==> src/rtl/store_buffer_pkg.sv <==
// Purpose: shared definitions for the committed-store buffer.
//   Default widths, word-offset/byte-mask helpers and the entry layout
//   {addr_word, data, mask}.
// Ports: none (package).
package sb_defs;

  localparam int unsigned ADDR_W_DEF = 32;
  localparam int unsigned DATA_W_DEF = 32;
  localparam int unsigned MASK_W     = DATA_W_DEF / 8;
  localparam int unsigned WORD_OFF   = $clog2(MASK_W);

  // Entry layout at default widths.
  typedef struct packed {
    logic [ADDR_W_DEF-WORD_OFF-1:0] addr_word;
    logic [DATA_W_DEF-1:0]          data;
    logic [MASK_W-1:0]              mask;
  } sb_entry_t;

  // Byte-enable width for a given data width.
  function automatic int unsigned sb_mask_w(input int unsigned data_w);
    return data_w / 8;
  endfunction

  // Number of byte-offset bits dropped to form a word address.
  function automatic int unsigned sb_word_off(input int unsigned data_w);
    return $clog2(data_w / 8);
  endfunction

endpackage

==> src/rtl/store_buffer_match.sv <==
// Purpose: per-entry forwarding comparator.
// Ports:
//   valid       in  entry holds a pending store
//   entry_word  in  entry word address
//   load_word   in  load word address
//   entry_mask  in  entry byte enables
//   load_mask   in  bytes requested by the load
//   match_c     out entry is valid and word addresses are equal
//   cover_c     out entry mask covers every requested byte
module store_buffer_match #(
  parameter int unsigned AW = 30,
  parameter int unsigned MW = 4
) (
  input  logic          valid,
  input  logic [AW-1:0] entry_word,
  input  logic [AW-1:0] load_word,
  input  logic [MW-1:0] entry_mask,
  input  logic [MW-1:0] load_mask,
  output logic          match_c,
  output logic          cover_c
);

  assign match_c = valid && (entry_word == load_word);
  assign cover_c = ((entry_mask & load_mask) == load_mask);

endmodule

==> src/rtl/store_buffer.sv <==
// Purpose: in-order committed-store FIFO between MEM and data memory,
//   draining one entry per memory acknowledge, with zero-latency
//   store-to-load forwarding from the youngest matching entry.
// Ports:
//   clk, rst_n                       clock, async active-low reset
//   st_valid/st_addr/st_data/st_mask store push; st_ready = not full
//   ld_valid/ld_addr/ld_mask         load lookup
//   ld_hit/ld_data/ld_stall          forwarding result (combinational)
//   mem_wr_en/addr/data/mask         head entry presented to memory
//   mem_wr_ack                       memory accepted the head
//   count, empty                     occupancy
module store_buffer
  import sb_defs::*;
#(
  parameter int unsigned DEPTH  = 4,
  parameter int unsigned ADDR_W = 32,
  parameter int unsigned DATA_W = 32
) (
  input  logic                       clk,
  input  logic                       rst_n,
  input  logic                       st_valid,
  input  logic [ADDR_W-1:0]          st_addr,
  input  logic [DATA_W-1:0]          st_data,
  input  logic [DATA_W/8-1:0]        st_mask,
  output logic                       st_ready,
  input  logic                       ld_valid,
  input  logic [ADDR_W-1:0]          ld_addr,
  input  logic [DATA_W/8-1:0]        ld_mask,
  output logic                       ld_hit,
  output logic [DATA_W-1:0]          ld_data,
  output logic                       ld_stall,
  output logic                       mem_wr_en,
  output logic [ADDR_W-1:0]          mem_wr_addr,
  output logic [DATA_W-1:0]          mem_wr_data,
  output logic [DATA_W/8-1:0]        mem_wr_mask,
  input  logic                       mem_wr_ack,
  output logic [$clog2(DEPTH+1)-1:0] count,
  output logic                       empty
);

  localparam int unsigned MW    = sb_mask_w(DATA_W);
  localparam int unsigned WO    = sb_word_off(DATA_W);
  localparam int unsigned AWW   = ADDR_W - WO;
  localparam int unsigned PTR_W = $clog2(DEPTH);
  localparam int unsigned CNT_W = $clog2(DEPTH + 1);

  logic [AWW-1:0]    r_addr [DEPTH];
  logic [DATA_W-1:0] r_data [DEPTH];
  logic [MW-1:0]     r_mask [DEPTH];
  logic [DEPTH-1:0]  r_valid;
  logic [PTR_W-1:0]  r_wr_ptr;
  logic [PTR_W-1:0]  r_rd_ptr;
  logic [CNT_W-1:0]  r_count;

  logic              w_push;
  logic              w_pop;
  logic [DEPTH-1:0]  w_match;
  logic [DEPTH-1:0]  w_cover;
  logic              w_found;
  logic [PTR_W-1:0]  w_sel;
  logic [PTR_W-1:0]  w_idx;
  logic [DATA_W-1:0] w_byte_en;
  logic              w_unused_lo;

  // Byte-offset bits never participate in matching or storage.
  assign w_unused_lo = ^{st_addr[WO-1:0], ld_addr[WO-1:0]};

  assign st_ready  = (r_count != CNT_W'(DEPTH));
  assign empty     = (r_count == '0);
  assign count     = r_count;
  assign mem_wr_en = !empty;
  assign w_push    = st_valid && st_ready;
  assign w_pop     = mem_wr_ack && mem_wr_en;

  assign mem_wr_addr = {r_addr[r_rd_ptr], {WO{1'b0}}};
  assign mem_wr_data = r_data[r_rd_ptr];
  assign mem_wr_mask = r_mask[r_rd_ptr];

  // FIFO storage, pointers and occupancy.
  always_ff @(posedge clk or negedge rst_n) begin
    if (!rst_n) begin
      r_valid  <= '0;
      r_wr_ptr <= '0;
      r_rd_ptr <= '0;
      r_count  <= '0;
      for (int i = 0; i < DEPTH; i++) begin
        r_addr[i] <= '0;
        r_data[i] <= '0;
        r_mask[i] <= '0;
      end
    end else begin
      // Push and pop never target the same slot: push needs not-full,
      // pop needs not-empty, and the pointers only coincide at those limits.
      if (w_push) begin
        r_addr[r_wr_ptr]  <= st_addr[ADDR_W-1:WO];
        r_data[r_wr_ptr]  <= st_data;
        r_mask[r_wr_ptr]  <= st_mask;
        r_valid[r_wr_ptr] <= 1'b1;
        r_wr_ptr          <= r_wr_ptr + PTR_W'(1);
      end
      if (w_pop) begin
        r_valid[r_rd_ptr] <= 1'b0;
        r_rd_ptr          <= r_rd_ptr + PTR_W'(1);
      end
      case ({w_push, w_pop})
        2'b10:   r_count <= r_count + CNT_W'(1);
        2'b01:   r_count <= r_count - CNT_W'(1);
        default: r_count <= r_count;
      endcase
    end
  end

  for (genvar g = 0; g < DEPTH; g++) begin : g_match
    store_buffer_match #(.AW(AWW), .MW(MW)) u_match (
      .valid      (r_valid[g]),
      .entry_word (r_addr[g]),
      .load_word  (ld_addr[ADDR_W-1:WO]),
      .entry_mask (r_mask[g]),
      .load_mask  (ld_mask),
      .match_c    (w_match[g]),
      .cover_c    (w_cover[g])
    );
  end

  // Walk from oldest (rd_ptr) to youngest; the last match seen wins.
  always_comb begin
    w_found = 1'b0;
    w_sel   = '0;
    w_idx   = '0;
    for (int k = 0; k < DEPTH; k++) begin
      w_idx = r_rd_ptr + PTR_W'(k);
      if (w_match[w_idx]) begin
        w_found = 1'b1;
        w_sel   = w_idx;
      end
    end
  end

  // Expand the selected entry's byte enables to a bit mask.
  always_comb begin
    w_byte_en = '0;
    for (int b = 0; b < MW; b++) begin
      w_byte_en[b*8 +: 8] = {8{r_mask[w_sel][b]}};
    end
  end

  assign ld_hit   = ld_valid && w_found && w_cover[w_sel];
  assign ld_stall = ld_valid && w_found && !w_cover[w_sel];
  assign ld_data  = ld_hit ? (r_data[w_sel] & w_byte_en) : '0;

endmodule

==> config.mk <==
export PLATFORM = sky130hd
export DESIGN_NAME = store_buffer
export DESIGN_NICKNAME = d
export VERILOG_FILES = /design/src/rtl/store_buffer_pkg.sv /design/src/rtl/store_buffer_match.sv /design/src/rtl/store_buffer.sv
export SDC_FILE = /design/constraint.sdc
export NUM_CORES = 1
export LEC_CHECK = 0
export CELL_PAD_IN_SITES_DETAIL_PLACEMENT = 0
export CELL_PAD_IN_SITES_GLOBAL_PLACEMENT = 1
export CORE_ASPECT_RATIO = 0.9
export CORE_MARGIN = 2
export CORE_UTILIZATION = 25
export CTS_BUF_LIST = sky130_fd_sc_hd__clkbuf_4 sky130_fd_sc_hd__clkbuf_8
export DETAILED_ROUTE_END_ITERATION = 6
export PLACE_DENSITY = 0.57
export SKIP_LAST_GASP = 1
export SLEW_MARGIN = 20
export SYNTH_ARGS = -nofsm -noshare
export SYNTH_HDL_FRONTEND = slang
export SYNTH_HIERARCHICAL = 1
export SYNTH_SLANG_ARGS = --single-unit
==> constraint.sdc <==
create_clock -name clk -period 5.5 [get_ports clk]
set_input_delay 1.1 -clock clk [delete_from_list [all_inputs] [get_ports clk]]
set_output_delay 1.1 -clock clk [all_outputs]
set_load 0.01 [all_outputs]
==> metrics, run 1 <==
actual slew at the worst max-slew pin=about 850 ps; Synth-to-Final Area Change=37.8%; Synth Instances=1,101; Place WS=-1010 ps; vias=10,900; Arr. time, crit path=4460 ps; relative slew slack=43.2%; fin crit share=101%; CP max-delay cell=or4_4; largest family of logic cells by synthesized area=multiplexers; nets@finish=1,539; Final setup viols=21; worst-skew pair later-pin latency=620 ps; fin crit period=5560 ps; Synth area leader=dfrtp_1; routability cong.=0.754; Starting Density=25.4%; Worst Hold Class=input port to asynchronous set/reset pin; Yosys cell types=60; Startpoint Class=input port; unrepaired setup endpoints after global routing=true; die area=62,900 um2; adder-cell share of the synthesized area=0.871%; multiplexer area fraction after synthesis=a little under a third; Sw Ratio=36.4%; max-slew violation count=0; Synth top area share=45.2%; GR Overflow Total=0; Pwr Total=12,300 uW; Int Pwr=~7800 uW; Filler cells=5,804; cell row count=85; Mapped Area=15,200 um2; largest net degree at the start of global routing=101; Max Cap Viol=0; Reg2Reg Depth=6; CP Cell Sequence=buf_4 -> xnor2_2 -> nand4_1 -> or4_4 -> nor4_4 -> buf_4 -> buf_4 -> mux4_2 -> nand2b_4 -> a2111oi_4 -> buf_4 -> a31oi_4 -> buf_6 -> o211ai_4 -> buf_12 -> nor3_4 -> clkbuf_2; simple-gate share of the synthesized area=between 5 and 6%; share of layout cells above drive strength 1=51.4%; cell mode on critical path=buf_4; Global Route Usage Sum=15.9%; first-pass GRT wire length=about 76 mm; Final Non-Filler Cells=2,243; Reg-to-Reg Start=count[0]; VDD IR max=0.000382 V; die width=264 um; Die H=approximately 240 um; sequential-to-total area share from yosys stat=45.2%; final wirelength=roughly 50 mm; core area=between 60,000 and 70,000 um2; Main synth FF type=dfrtp_1; clock skew=21.8 ps; Highest Clock Rate=about 180 MHz; crit path max fanout=8; DR vias/cell=4.87; Clock Sinks=275; CTS tree=built; P_leak=0.00857 uW; CTS Buf Count=52; clock share of power=17.2%; residual DRC count=0; wire length per cell=22.4 um; CP Data Required Time=approximately 4400 ps; compound-gate portion of the synthesized area=between 6 and 7%; sequential share of power=33.4%; IO Port Bufs=210; Synth Area in XOR/XNOR=7.19%; initial antenna violation count=5; critical path capture point type=output pin; NetSw=4490 uW; num ports=between 200 and 250; capturing point of the worst reg2reg path=r_data[56]; Final HPWL DP=approximately 33 mm; top cells by area, synth=dfrtp_1 45%, mux2_2 20%, mux4_2 10%; Synth Register Bits=around 280; P per Cell Area=587 nW/um2; H-Tree Depth=2; root buffer cell=clkbuf_8; Final Hold Fails=0; post-synthesis async set-or-reset flop share=100%; setup slack after layout=-58.5 ps; vias in the first global route=12,000; kind of critical path=input port to output pin; r2r setup slk=2900 ps; Final ANT Viol Nets=0; Clock transition at path regs=60 ps; CP max stage delay=590 ps; Synthesis Warnings=6; Starting DRT DRC Count=552; failing checks=setup timing; syn_area_per_cell=~14 um2; Inst Count DP=2,113; cts hold-fix bufs=0; status=finished, violations left; TritonRoute pass-1 iters=4; Comb pwr share=49.4%; Post-synth EDFFs=0; CTS Buffer Depth=3
-- Yosys cell counts, types with 3 or more instances --
master and number:
dfrtp_1 275, mux2_2 266, xnor2_1 107, mux4_2 68, o22ai_1 60, clkbuf_1 36, nor3_2 32, mux2i_1 31
nand4_1 28, inv_1 24, buf_2 19, xor2_1 18, a21oi_1 12, nand2_1 10, ha_1 9, a2111oi_0 8
a211oi_1 8, a22o_1 8, and3_1 8, a221oi_1 4, a22oi_4 4, buf_4 4, nand3_1 4, nor4_1 4
nor4_2 4, o211ai_4 4, or4_1 4, and2_1 3, nor2_1 3
-- state kept, by name, summed over array words and instances (netlist names) --
name      cells
r_addr      120
r_mask       16
r_valid       4
r_data      128
r_rd_ptr      2
r_wr_ptr      2
count         3
-- cell type report --
class / instances / area [um2] / share of cell area [%]
multi-input cells: 738 / 8780 / 41.8
flip-flops and latches: 275 / 6890 / 32.8
repair buffers: 328 / 3160 / 15.1
clock buffers: 84 / 1010 / 4.82
well taps: 783 / 980 / 4.67
inverters: 25 / 93.8 / 0.447
clock inverters: 6 / 61.3 / 0.292
diodes: 4 / 10.0 / 0.0477
-- routing by layer --
layer	global-route usage, %	vias up	share of wire (%)
li1	-	4824	-
met1	21.5	5821	46
met2	26.0	199	48
met3	2.48	77	3.5
met4	5.51	0	2.4
met5	0	-	0
-- kinds of logic after synthesis --
logic type,Yosys count
AO/OA/AOI/OAI,123
XOR/XNOR,125
adder cells (fa/ha/maj),10
buffers and inverters,89
flip-flops,275
multiplexers,367
other,1
AND/OR/NAND/NOR,111
-- placed cells by master, fill, tap and decap left out, drive strengths merged, types with 9 or more instances in the layout --
cell           count
nand2             11
dlygate4sd2       10
dfrtp            275
xnor2            107
o22ai             60
a211oi             9
nor3              35
a2111oi            9
a21oi             12
nand4             28
mux2i             32
inv               26
clkdlybuf4s50    147
mux2             267
clkbuf            90
mux4              68
and3               9
buf              164
ha                 9
xor2              18
-- worst max-delay path, delay by kind of cell --
kind | cells | cell delay [ps]
AO/OA/AOI/OAI | 3 | 330
AND/OR/NAND/NOR | 5 | 1500
XOR/XNOR | 1 | 130
buffers and inverters | 7 | 1050
multiplexers | 1 | 320
-- timing repair --
item | in CTS | in global routing
pin swaps | 74 | 60
setup endpoints to repair | 34 | 34
gates cloned | 2 | 2
setup buffers | 26 | 9
resized for setup | 314 | 96
-- power groups by stage --
stage | registers [uW] | logic [uW] | clock network (uW)
floorplan | 3730 | 3660 | 0
global placement | 3990 | 5750 | 0
global route | 4270 | 6490 | 2290
CTS | 4050 | 6090 | 2200
finish | 4120 | 6090 | 2110
detailed placement | 4030 | 5790 | 0
-- through the flow --
step,instance area (um2),util [%],setup TNS (ps),hold slack [ps]
2_1_floorplan,15200,-,0,491
5_1_grt,21000,34.9,-4550,518
6_report,21000,34.9,-410,483
3_3_place_gp,18800,31.3,-34890,505
4_1_cts,20500,34.1,-552,469
3_5_place_dp,18800,31.3,-32840,509
-- how the worst max path moves through the flow --
| stage | startpoint | endpoint | slack [ps] |
|---|---|---|---|
| finish | ld_addr[4] | ld_data[22] | -60 |
| global route | ld_addr[10] | ld_data[3] | -180 |
| CTS | ld_addr[19] | ld_data[22] | -130 |
| detailed placement | ld_addr[8] | ld_data[19] | -1010 |
| global placement | ld_addr[10] | ld_data[28] | -1080 |
| floorplan | ld_addr[7] | ld_data[16] | 400 |
(Power assumes the default switching activity.)
==> inputs of run 2 (changes only) <==
--- a/config.mk
+++ b/config.mk
@@ -8,11 +8,11 @@
 export CELL_PAD_IN_SITES_DETAIL_PLACEMENT = 0
 export CELL_PAD_IN_SITES_GLOBAL_PLACEMENT = 1
 export CORE_ASPECT_RATIO = 0.9
-export CORE_MARGIN = 2
-export CORE_UTILIZATION = 25
+export CORE_MARGIN = 1.5
+export CORE_UTILIZATION = 45
 export CTS_BUF_LIST = sky130_fd_sc_hd__clkbuf_4 sky130_fd_sc_hd__clkbuf_8
 export DETAILED_ROUTE_END_ITERATION = 6
-export PLACE_DENSITY = 0.57
+export PLACE_DENSITY = 0.87
 export SKIP_LAST_GASP = 1
 export SLEW_MARGIN = 20
 export SYNTH_ARGS = -nofsm -noshare
==> run 2 against run 1 <==
Compared with the run above: the flow now finishes without violations; hold slack improved by 43 ps; first-iteration DRC count grew 8.2%; global-route usage grew 8.8 points; largest cell class unchanged.
==> metrics, run 2 (synthesized netlist as in run 1, its figures left out) <==
most common library cell in the layout ignoring fill and taps=dfrtp_1 (unchanged); capturing point of the worst reg2reg path=r_mask[13] (was r_data[56]); fin crit share=98.5% (was 101%); residual DRC count=0 (unchanged); TNS Setup=0 ps (was -410 ps); actual slew at the worst max-slew pin=875 ps (was 852 ps); Starting DRT DRC Count=597 (was 552); CP bufs+invs=6 (was 7); H-Tree Depth=2 (unchanged); Comb pwr share=48.7% (was 49.4%); Arr. time, crit path=4320 ps (was 4460 ps); IO Port Bufs=210 (unchanged); clock skew=35.4 ps (was 21.8 ps); Reg-to-Reg Start=count[0] (unchanged); vias in the first global route=11,400 (was 12,000); Largest regs=r_data: 128 flops, r_addr: 120 flops, r_mask: 16 flops (unchanged); critical path capture point type=output pin (unchanged); wire length per cell=23.4 um (was 22.4 um); r2r setup slk=2710 ps (was 2900 ps); die width=197 um (was 264 um); hold_ws=526 ps (was 483 ps); Clock transition at path regs=50 ps (was 60 ps); max reg flops=128 (unchanged); Inst Count DP=1,734 (was 2,113); DR vias/cell=5.92 (was 4.87); vias=10,900 (about the same); CTS Buffer Depth=3 (unchanged); routability cong.=0.838 (was 0.754); clock share of power=16.5% (was 17.2%); kind of critical path=input port to output pin (unchanged); fin crit period=5420 ps (was 5560 ps); crit path max fanout=7 (was 8); Final setup viols=0 (was 21); number of cells on the critical path=16 (was 17); CP Capture Point=ld_data[14] (was ld_data[22]); cts hold-fix bufs=0 (unchanged); Global Route Usage Sum=24.7% (was 15.9%); P per Cell Area=597 nW/um2 (was 587 nW/um2); CP max stage delay=590 ps (about the same); P_leak=0.00831 uW (was 0.00857 uW); NetSw=4190 uW (was 4490 uW); CP max-delay cell=or4_4 (unchanged); root buffer cell=clkbuf_8 (unchanged); status=finished clean (was finished, violations left); Final Hold Fails=0 (unchanged); CTS tree=built (unchanged); Starting Density=46.0% (was 25.4%); Startpoint Class=input port (unchanged); Final HPWL DP=27.8 mm (was 32.6 mm); sequential share of power=34.8% (was 33.4%); die area=35,000 um2 (was 62,900 um2); post-route core utilization=59.5% (was 34.9%); Worst Hold Class=flop to flop (was input port to asynchronous set/reset pin); final wirelength=43.0 mm (was 50.3 mm); share of layout cells above drive strength 1=47.1% (was 51.4%); worst-skew pair later-pin latency=590 ps (was 620 ps); CP Cell Sequence=buf_2 -> xnor2_2 -> nand4_1 -> or4_4 -> nor4_4 -> buf_4 -> buf_6 -> mux2i_4 -> mux2_4 -> and3_4 -> a22oi_4 -> buf_12 -> buf_12 -> o22ai_1 -> nor3_2 -> buf_2 (was buf_4 -> xnor2_2 -> nand4_1 -> or4_4 -> nor4_4 -> buf_4 -> buf_4 -> mux4_2 -> nand2b_4 -> a2111oi_4 -> buf_4 -> a31oi_4 -> buf_6 -> o211ai_4 -> buf_12 -> nor3_4 -> clkbuf_2); nets@finish=1,507 (was 1,539); Max Cap Viol=0 (unchanged); cell row count=63 (was 85); VDD IR max=0.000334 V (was 0.000382 V); Final ANT Viol Nets=0 (unchanged); GR Overflow Total=0 (unchanged); Highest Clock Rate=185 MHz (was 180 MHz); Synth-to-Final Area Change=29.4% (was 37.8%); most frequent cells in the layout=273 x dfrtp_1, 265 x mux2_2, 150 x clkdlybuf4s50_1 (was 273 x dfrtp_1, 265 x mux2_2, 147 x clkdlybuf4s50_1); Final Non-Filler Cells=1,838 (was 2,243); relative slew slack=41.7% (was 43.2%); CP Data Required Time=4400 ps (about the same); Reg2Reg Depth=6 (unchanged); Sw Ratio=35.6% (was 36.4%); Reg with most FFs=r_data (unchanged); Die H=178 um (was 238 um); finished layout cell area=19,700 um2 (was 21,000 um2); num ports=217 (unchanged); TritonRoute pass-1 iters=7 (was 4); placed inst area=18,200 um2 (was 18,800 um2); largest net degree at the start of global routing=105 (was 101); first-pass GRT wire length=66.7 mm (was 76.5 mm); Int Pwr=7580 uW (was 7840 uW); initial antenna violation count=1 (was 5); cell family with most CP delay=simple AND/OR/NAND/NOR gates (unchanged); Filler cells=2,644 (was 5,804); Clock Sinks=275 (unchanged); max-slew violation count=0 (unchanged); unrepaired setup endpoints after global routing=true (unchanged); CTS Buf Count=50 (was 52); Crit. Startpoint=ld_addr[6] (was ld_addr[4]); core area=33,100 um2 (was 60,100 um2)
run 2: cell types whose count changed in the layout (fill, tap and decap cells not counted), sizes merged:
cell,delta
buf,-39
clkbuf,-4
clkdlybuf4s50,+3
clkinvlp,+1
diode,-3
dlygate4sd2,-7
dlymetal6s2s,+4
inv,+1
run 2: through the flow:
step	total power, uW	setup WS, ps
global placement	9460	-1000
global route	12400	-2.11
finish	11800	83.7
detailed placement	9630	-1130
floorplan	7390	396
CTS	11700	-10.5
run 2: worst min path at each step:
stage	from	to	cells after the start
finish	r_data[58]	r_data[58]	1
global placement	count[2]	count[2]	1
detailed placement	r_data[57]	r_data[57]	1
global route	r_data[24]	r_data[24]	1
CTS	rst_n	r_addr[5]	1
floorplan	r_valid[0]	r_valid[0]	2
run 2: cell type report:
class / count / area, um2 / share of cell area [%]
Inverter: 25 / 93.8 / 0.476
Antenna cell: 1 / 2.50 / 0.0127
Multi-Input combinational cell: 738 / 8410 / 42.6
Sequential cell: 275 / 6890 / 34.9
Timing Repair Buffer: 298 / 2820 / 14.3
Tap cell: 422 / 528 / 2.68
Clock buffer: 71 / 896 / 4.54
Clock inverter: 8 / 77.6 / 0.394
run 2: per-layer routing:
metal | vias up | part of all wire, % | GRT usage, %
met5 | - | 0 | 0
met4 | 0 | 2.0 | 7.28
met3 | 68 | 5.3 | 4.24
met1 | 5709 | 44 | 34.4
li1 | 4770 | - | -
met2 | 332 | 49 | 39.7
run 2: power by group through the flow:
stage,Sequential [uW],Combinational [uW],Clock [uW]
after floorplan,3730,3660,0
after detailed placement,4040,5590,0
after CTS,4030,5700,1990
after global routing,4220,6100,2080
final,4090,5730,1940
after global placement,3970,5490,0
run 2: repair_timing:
item / in CTS / in global routing
pin swaps: 61 / 44
gates resized for setup: 197 / 114
buffers inserted: 13 / 8
hold endpoints to repair: 0 / 0
cloned: 1 / 3
endpoints found under the setup margin: 34 / 34
